===== config.mk =====
export PLATFORM = sky130hd
export DESIGN_NAME = uart_rx_engine
export DESIGN_NICKNAME = d
export VERILOG_FILES = /design/src/rtl/uart_rx_engine.sv
export SDC_FILE = /design/constraint.sdc
export NUM_CORES = 1
export LEC_CHECK = 0
export CAP_MARGIN = 20
export CORE_MARGIN = 8
export CORE_UTILIZATION = 45
export CTS_CLUSTER_SIZE = 10
export DETAILED_ROUTE_END_ITERATION = 16
export GPL_TIMING_DRIVEN = 0
export PLACE_DENSITY_LB_ADDON = 0.12
export REMOVE_ABC_BUFFERS = 1
export SETUP_SLACK_MARGIN = 0.3
export SLEW_MARGIN = 10
export SYNTH_ARGS = -nofsm -noshare
export SYNTH_HDL_FRONTEND = slang
export SYNTH_SLANG_ARGS = --single-unit

===== constraint.sdc =====
create_clock -name clk -period 4.35 [get_ports clk]
set_input_delay 0.87 -clock clk [delete_from_list [all_inputs] [get_ports clk]]
set_output_delay 0.87 -clock clk [all_outputs]
set_load 0.05 [all_outputs]

===== src/rtl/uart_rx_engine.sv =====
// -----------------------------------------------------------------------------
// uart_rx_engine
//
// Standalone UART receiver. Deserialises a start + WIDTH data (+ optional
// parity) + stop frame on rx into parallel words using 16x oversampling and a
// mid-bit sample. Each received word is presented through a valid/ready
// holding register; framing errors, overruns and parity errors are flagged
// with one-cycle pulses.
//
// Optional feature: define UART_RX_PARITY_EN to add a parity bit between the
// last data bit and the stop bit (sense selected by PARITY_ODD). Without the
// macro the frame is 8N1-style and parity_error is tied low.
//
// Parameters:
//   WIDTH       data bits per frame
//   BAUD_DIV    clocks per oversample tick (one bit = 16 ticks), >= 1
//   PARITY_ODD  1 = odd parity, 0 = even (only with UART_RX_PARITY_EN)
//
// Ports:
//   clk            system clock
//   rst            synchronous active-high reset
//   rx             asynchronous serial input, idles high
//   rx_ready       consumer accepts the held word
//   dout           received word (LSB first on the line)
//   rx_valid       dout holds an unconsumed word
//   framing_error  1-cycle pulse: stop bit sampled low
//   overrun        1-cycle pulse: frame completed while holding register full
//   parity_error   1-cycle pulse: parity mismatch (0 without the macro)
//   busy           receiver FSM not idle
// -----------------------------------------------------------------------------
module uart_rx_engine #(
    parameter int WIDTH      = 8,
    parameter int BAUD_DIV   = 16,
    parameter int PARITY_ODD = 0
) (
    input  logic             clk,
    input  logic             rst,
    input  logic             rx,
    input  logic             rx_ready,
    output logic [WIDTH-1:0] dout,
    output logic             rx_valid,
    output logic             framing_error,
    output logic             overrun,
    output logic             parity_error,
    output logic             busy
);

    localparam int TW = (BAUD_DIV > 1) ? $clog2(BAUD_DIV) : 1;
    localparam int IW = (WIDTH > 1) ? $clog2(WIDTH) : 1;

    // Reject nonsensical configurations at elaboration.
    if (WIDTH < 1 || BAUD_DIV < 1 || (PARITY_ODD != 0 && PARITY_ODD != 1)) begin : g_bad_params
        $error("uart_rx_engine: illegal parameter value");
    end

    typedef enum logic [2:0] {
        S_IDLE,
        S_START,
        S_DATA,
`ifdef UART_RX_PARITY_EN
        S_PARITY,
`endif
        S_STOP,
        S_BREAK
    } state_e;

    state_e           state_q;
    logic             rx_meta_q, rx_sync_q;
    logic [TW-1:0]    tick_cnt_q, tick_cnt_d;
    logic             tick;
    logic [3:0]       sample_cnt_q;
    logic [IW-1:0]    bit_idx_q;
    logic [WIDTH-1:0] shift_q;
    logic [WIDTH-1:0] dout_q;
    logic             rx_valid_q;
    logic             framing_q;
    logic             overrun_q;
`ifdef UART_RX_PARITY_EN
    logic             par_bad_q;
    logic             par_err_q;
`endif

    assign tick       = (tick_cnt_q == TW'(BAUD_DIV - 1));
    assign tick_cnt_d = tick ? '0 : tick_cnt_q + TW'(1);

    // Synchroniser and free-running tick divider.
    // NOTE: sequential state uses non-blocking assignments so every flop
    // samples the pre-edge value of its neighbours (the two sync stages rely
    // on this to stay two separate stages).
    always_ff @(posedge clk) begin
        if (rst) begin
            // Reset to the idle line level so reset never looks like a start bit.
            rx_meta_q  <= 1'b1;
            rx_sync_q  <= 1'b1;
            tick_cnt_q <= '0;
        end else begin
            rx_meta_q  <= rx;
            rx_sync_q  <= rx_meta_q;
            tick_cnt_q <= tick_cnt_d;
        end
    end

    // Receive FSM with registered outputs.
    always_ff @(posedge clk) begin
        if (rst) begin
            state_q      <= S_IDLE;
            sample_cnt_q <= '0;
            bit_idx_q    <= '0;
            shift_q      <= '0;
            dout_q       <= '0;
            rx_valid_q   <= 1'b0;
            framing_q    <= 1'b0;
            overrun_q    <= 1'b0;
`ifdef UART_RX_PARITY_EN
            par_bad_q    <= 1'b0;
            par_err_q    <= 1'b0;
`endif
        end else begin
            // Error flags are pulses: cleared every cycle unless re-asserted.
            framing_q <= 1'b0;
            overrun_q <= 1'b0;
`ifdef UART_RX_PARITY_EN
            par_err_q <= 1'b0;
`endif
            // Consume; a delivery in the STOP branch below overrides this.
            if (rx_valid_q && rx_ready) begin
                rx_valid_q <= 1'b0;
            end

            case (state_q)
                S_IDLE: begin
                    if (tick && !rx_sync_q) begin
                        state_q      <= S_START;
                        sample_cnt_q <= '0;
                    end
                end

                S_START: begin
                    if (tick) begin
                        if (sample_cnt_q == 4'd7) begin
                            // Mid start bit: still low means a real frame.
                            if (!rx_sync_q) begin
                                state_q      <= S_DATA;
                                sample_cnt_q <= '0;
                                bit_idx_q    <= '0;
                            end else begin
                                state_q <= S_IDLE;
                            end
                        end else begin
                            sample_cnt_q <= sample_cnt_q + 4'd1;
                        end
                    end
                end

                S_DATA: begin
                    if (tick) begin
                        // 4-bit counter wraps 15 -> 0, so every bit is 16 ticks.
                        sample_cnt_q <= sample_cnt_q + 4'd1;
                        if (sample_cnt_q == 4'd15) begin
                            shift_q   <= {rx_sync_q, shift_q[WIDTH-1:1]};
                            bit_idx_q <= bit_idx_q + IW'(1);
                            if (bit_idx_q == IW'(WIDTH - 1)) begin
`ifdef UART_RX_PARITY_EN
                                state_q <= S_PARITY;
`else
                                state_q <= S_STOP;
`endif
                            end
                        end
                    end
                end

`ifdef UART_RX_PARITY_EN
                S_PARITY: begin
                    if (tick) begin
                        sample_cnt_q <= sample_cnt_q + 4'd1;
                        if (sample_cnt_q == 4'd15) begin
                            par_bad_q <= rx_sync_q ^ (^shift_q) ^ (PARITY_ODD != 0);
                            state_q   <= S_STOP;
                        end
                    end
                end
`endif

                S_STOP: begin
                    if (tick) begin
                        sample_cnt_q <= sample_cnt_q + 4'd1;
                        if (sample_cnt_q == 4'd15) begin
                            if (!rx_sync_q) begin
                                framing_q <= 1'b1;
                                state_q   <= S_BREAK;
                            end else begin
                                state_q <= S_IDLE;
`ifdef UART_RX_PARITY_EN
                                if (par_bad_q) begin
                                    par_err_q <= 1'b1;
                                end else
`endif
                                if (!rx_valid_q || rx_ready) begin
                                    dout_q     <= shift_q;
                                    rx_valid_q <= 1'b1;
                                end else begin
                                    overrun_q <= 1'b1;
                                end
                            end
                        end
                    end
                end

                S_BREAK: begin
                    // Hold off until the line returns high so a stuck-low
                    // line cannot retrigger a frame.
                    if (rx_sync_q) begin
                        state_q <= S_IDLE;
                    end
                end

                default: state_q <= S_IDLE;
            endcase
        end
    end

    assign dout          = dout_q;
    assign rx_valid      = rx_valid_q;
    assign framing_error = framing_q;
    assign overrun       = overrun_q;
    assign busy          = (state_q != S_IDLE);
`ifdef UART_RX_PARITY_EN
    assign parity_error  = par_err_q;
`else
    assign parity_error  = 1'b0;
`endif

endmodule

# After elaboration in Yosys (flattened, before gate mapping)
# Cells that the tools add are included.
dict set report classes {
  n_reduce_logical 18
  muxes 32
  addsub 3
  n_eq_ne 20
  bitwise_logic 4
}
# cell n
set op_table {}
lappend op_table {{3-bit 2-to-1 mux} 15}
lappend op_table {{4-bit 2-to-1 mux} 5}
lappend op_table {{2-bit inequality test, second input constant} 10}
lappend op_table {{3-bit one-hot mux with 5 select lines} 1}
lappend op_table {{4-bit one-hot mux with 3 select lines} 1}
lappend op_table {{5-bit AND reduction} 2}
lappend op_table {{9-bit AND reduction} 1}
lappend op_table {{4-bit by 1-bit adder with 4-bit output, second input constant} 2}
lappend op_table {{4-bit == test, second input constant} 2}
lappend op_table {{1-bit 2-to-1 mux} 8}
lappend op_table {{3-bit by 2-bit == test with 1-bit output, second input constant} 2}
lappend op_table {{3-bit == test, second input constant} 2}
lappend op_table {{3-bit one-hot mux with 2 select lines} 1}
lappend op_table {{6-bit AND reduction} 1}
lappend op_table {{3-bit nonzero test} 2}
lappend op_table {{5-bit OR reduction} 1}
lappend op_table {{4-bit by 3-bit == test with 1-bit output, second input constant} 1}
lappend op_table {{1-bit NOT} 4}
lappend op_table {{2-bit OR reduction} 2}
lappend op_table {{4-bit OR reduction} 1}
lappend op_table {{3-bit by 1-bit adder with 3-bit output, second input constant} 1}
lappend op_table {{3-bit by 1-bit == test with 1-bit output, second input constant} 1}
lappend op_table {{3-bit zero test} 1}
lappend op_table {{3-bit inequality test, second input constant} 1}
lappend op_table {{other kinds (7)} 9}
dict set report totals {
  in_bits 4
  regBits 35
}

# Depth between registers and ports, before layout
dict set report depth {
  depth_word 7
  depth_mapped 7
  mapped_depth_nobuf 5
}

# Worst setup path before layout
# No wires, ideal clock.
dict set report synth_timing {
  kind {reg-to-reg}
  start {reg tick_cnt_q[0]}
  end {reg dout_q[7], in the netlist dout[7]}
  slack_ns 2.466
  path_buffers 2
  arrival_time_ns 1.756
  synth_period_minus_slack_ns 1.884
  setup_time_ns 0.129
  stages_incl_launch_ff 8
  path_cell_list {dfxtp_1 > ha_1 > nand3_4 > or4_4 > buf_6 > buf_12 > o211ai_2 > o41ai_2}
}
dict set report synth_between {
  elab_chain_cells 2
}
# item line_no
set synth_lines {}
lappend synth_lines {{start, declared} 69} ;# logic [TW-1:0] tick_cnt_q, tick_cnt_d;
lappend synth_lines {{start signal, assigned} 99} ;# tick_cnt_q <= tick_cnt_d;
lappend synth_lines {{4-bit == test} 83} ;# assign tick = (tick_cnt_q == TW'(BAUD_DIV - 1));
lappend synth_lines {{5-bit AND reduction (no source line)} --}
lappend synth_lines {{end signal, assigned} 200} ;# dout_q <= shift_q;
lappend synth_lines {{end, declared} 74} ;# logic [WIDTH-1:0] dout_q;
# No other way between the ends.
# A chain may end at the register's enable or synchronous reset.

# Final worst setup path
dict set report layout_timing {
  start {reg state_q[0]}
  end {out busy}
}
dict set report layout_between {
  elab_chain_cells 1
}
# item line_no
set layout_lines {}
lappend layout_lines {{start, declared} 67} ;# state_e state_q;
lappend layout_lines {{start signal, assigned} 106} ;# state_q <= S_IDLE;
lappend layout_lines {{start signal, assigned} 133} ;# state_q <= S_START;
lappend layout_lines {{start signal, assigned} 143} ;# state_q <= S_DATA;
lappend layout_lines {{3-bit nonzero test} 227} ;# assign busy = (state_q != S_IDLE);
lappend layout_lines {{end, declared} 45} ;# output logic busy
# No other way between the ends.

==> summary.txt <==
Run status
  – Status: completed

Synth
  – Ranking of synthesized cells by area: dfxtp_1, o41ai_2, mux2i_1
  – Main synth FF type: dfxtp_1
  – Ys Warns: 0
  – Synth area leader: dfxtp_1
  – Mean Syn Cell Area: 9.81 sq um
  – Post-synth top cells: dfxtp_1, nor2_1, inv_1
  – Asr flop ratio synth: 0%
  – Area share of the leading cell type in the synthesized netlist: 42.8%
  – Mapped cell area: 1640 sq um
  – Top-count cell post-synth: dfxtp_1
  – Flops & latches, synth: 35
  – Cell variety after synth: 47
  – Post-Synthesis Cells: about 170
  – Number of synthesized flops with an enable pin: 0
  – Sequential share of the synthesized area: 42.8%

STA
  – Worst slew pin tran: approximately 630 ps
  – Final worst slack: 1540 ps
  – Fin Setup TNS: 0 ps
  – Rel. slew slack: 57.6%
  – Final Hold Fails: 0
  – Skew final: 11.7 ps
  – Unrepaired setup endpoints after global routing: no
  – Final Max Slew Viols: 0
  – Period Utilization, post-route: between 60% and 70%
  – Endpoints failing setup: 0
  – FMAX: 0.355 GHz
  – Final min period: roughly 2800 ps

Route
  – DRT iter0 DRCs: 77
  – DRC violations left: 0
  – Routed Antenna Nets: 0
  – Wire per inst: 14.1 um
  – Vias: 1241
  – Drt pass-1 iters: 4
  – Via-to-Cell Ratio: 5.47
  – Post-Route WL: 3.20 mm

Floorplan
  – Number of I/O pins: 17
  – Core Region: ~3600 sq um
  – Num rows: 22
  – Die area: 5830 sq um
  – Die width: between 70 and 80 um
  – Die height: 76.3 um
  – Initial Util: 45.8%

Job
  – MaxCap Viol Count: 0

Worst setup path
  – CP max stage delay: 790 ps
  – Buf/Inv on CP: 1
  – WS Path Type: flip-flop to output pin
  – Critical-path cell list: nor2_1 > nand2_1 > clkdlybuf4s50_1
  – Crit end category: output pin
  – Critical Path Source Type: flip-flop
  – Critical path launch point: state_q[0]$_SDFFE_PP0P_
  – Crit-path max FO: 11
  – CP Data Arrival Time: between 1500 and 2000 ps
  – Slowest-stage cell, CP: clkdlybuf4s50_1
  – Cell family with most CP delay: buffers and inverters
  – Worst r2r src: tick_cnt_q[0]$_SDFF_PP0_
  – WP data required: 3480 ps

Power and ir drop
  – Leak: approximately 0.63 nW
  – Psw: 0.120 mW
  – Part of the power in registers: 60.0%
  – Power share of the combinational group: 3.7%
  – Worst ir drop on vdd: about 0.15 mV
  – Clk pwr share: 36.3%
  – Switch share: 21.9%
  – PwrDens: ~290 nW/um^2
  – Tot Pwr: between 0.5 and 0.6 mW
  – P_int: 0.426 mW

Placement
  – Dpl ws: 1700 ps
  – Port Buffers: 15
  – Post-DP HPWL: 2.21 mm
  – Gpl congestion: 0.785

Clock tree
  – Clk sinks: 35
  – Clk pin slew, worst setup/hold paths: 110 ps
  – Setup Fix Bufs, Post-CTS: 0
  – Clock Root Buffer: clkbuf_4
  – Clock Latency Late Sink: roughly 330 ps
  – CTS tree: built
  – # resized after CTS: 0
  – Max clock buf depth: 2
  – CTS hold repair buffers: 0
  – CTS Buf Count: 5
  – H-tree Lvls: 2

Layout
  – Area grow syn2layout: 14.0%
  – FILL cells: between 300 and 400
  – Nets: between 150 and 200
  – Antenna Cells: 0
  – Layout cell share with drive strength beyond 1: 16.8%

Worst hold path
  – Worst hold path startpoint: rx_meta_q$_SDFF_PP1_
  – Hold Crit Class: flip-flop to flip-flop

Global route
  – First-pass GRT wire length: around 5.6 mm
  – Initial antenna violation count: 0
  – Number of global-route vias before repair: 1217
  – Largest net degree at the start of global routing: 23
  – Gr usage total: 11.6%
  – Global route overflow: 0
==> area by class of cell <==
type / count / area, sq um / area share [%]
multi-input combinational: 105 / 808 / 43.3
sequential: 35 / 701 / 37.5
timing repair buffer: 18 / 180 / 9.65
clock buffer: 8 / 68.8 / 3.69
tap: 48 / 60.1 / 3.22
inverter: 13 / 48.8 / 2.61
==> worst register-to-register path: stages (launching register included) <==
cell and delay, ps:
dfxtp_1 390, ha_1 290, nand3_4 160, nor4_2 610
buf_4 270, mux2i_1 190, nor2_1 60
==> power groups by stage <==
stage	Combinational, mW	Sequential (mW)	Clock, mW
3_5_place_dp	0.0204	0.335	0
4_1_cts	0.0206	0.327	0.209
3_3_place_gp	0.0181	0.335	0
6_report	0.0204	0.327	0.198
2_1_floorplan	0.00931	0.334	0
5_1_grt	0.0223	0.328	0.221
==> registers in the layout, indices dropped and copies added (netlist names) <==
name           cells
overrun            1
rx_meta_q          1
state_q            3
rx_valid           1
tick_cnt_q         4
rx_sync_q          1
dout               8
shift_q            8
framing_error      1
bit_idx_q          3
sample_cnt_q       4
==> path summary, 6_finish.rpt <==
kind	to	slack, ps	cells past startpoint
max reg2reg	shift_q[0]$_SDFFE_PP0P_	2270	6
max	busy	1540	3
min reg2reg	rx_sync_q$_SDFF_PP1_	440	1
min	rx_sync_q$_SDFF_PP1_	440	1
==> per-stage QoR <==
stage	area [sq um]	utilization [%]	instances	hold WS, ps
after global routing	1870	52.2	227	451
after global placement	1760	49.2	216	394
after floorplan	1550	-	153	389
after detailed placement	1800	50.2	219	424
final	1870	52.2	227	441
after CTS	1870	52.2	227	449
==> logic make-up (layout without fill, tap and decap cells) <==
logic type	after synthesis	after routing	synth area share (%)
buf+inv	27	39	8.25
fa+ha+maj	4	4	3.06
other cells	1	1	0.229
xor+xnor	1	1	0.535
mux	9	9	5.58
simple gates	49	49	16.7
flops	35	35	42.8
compound gates	41	41	22.8
==> placed cells by master (no fill, tap or decap), types with 2 or more instances in the layout <==
cell type and n:
o41ai_2 8, o32ai_1 3, nand2b_1 2, inv_1 13, and2_1 2, a211oi_1 3
nand2_1 8, clkdlybuf4s50_1 15, nor3_1 4, a21oi_1 6, o211ai_1 7, buf_4 2
clkbuf_4 5, clkbuf_8 2, mux2i_1 8, dfxtp_1 35, nand4b_1 2, nand3_1 3
nor2_1 15, nor4b_1 2, ha_1 4, or2_2 3, a22o_1 2, o21ai_0 2
==> per-layer routing <==
layer | GRT usage [%] | vias up | routed length, um | share of wire (%)
met3 | 4.83 | 8 | 156 | 4.9
met5 | 0 | - | 0 | 0
li1 | - | 627 | - | -
met4 | 5.00 | 0 | 65 | 2.0
met2 | 18.6 | 22 | 1470 | 46
met1 | 13.3 | 584 | 1500 | 47
(Power assumes the default switching activity.)
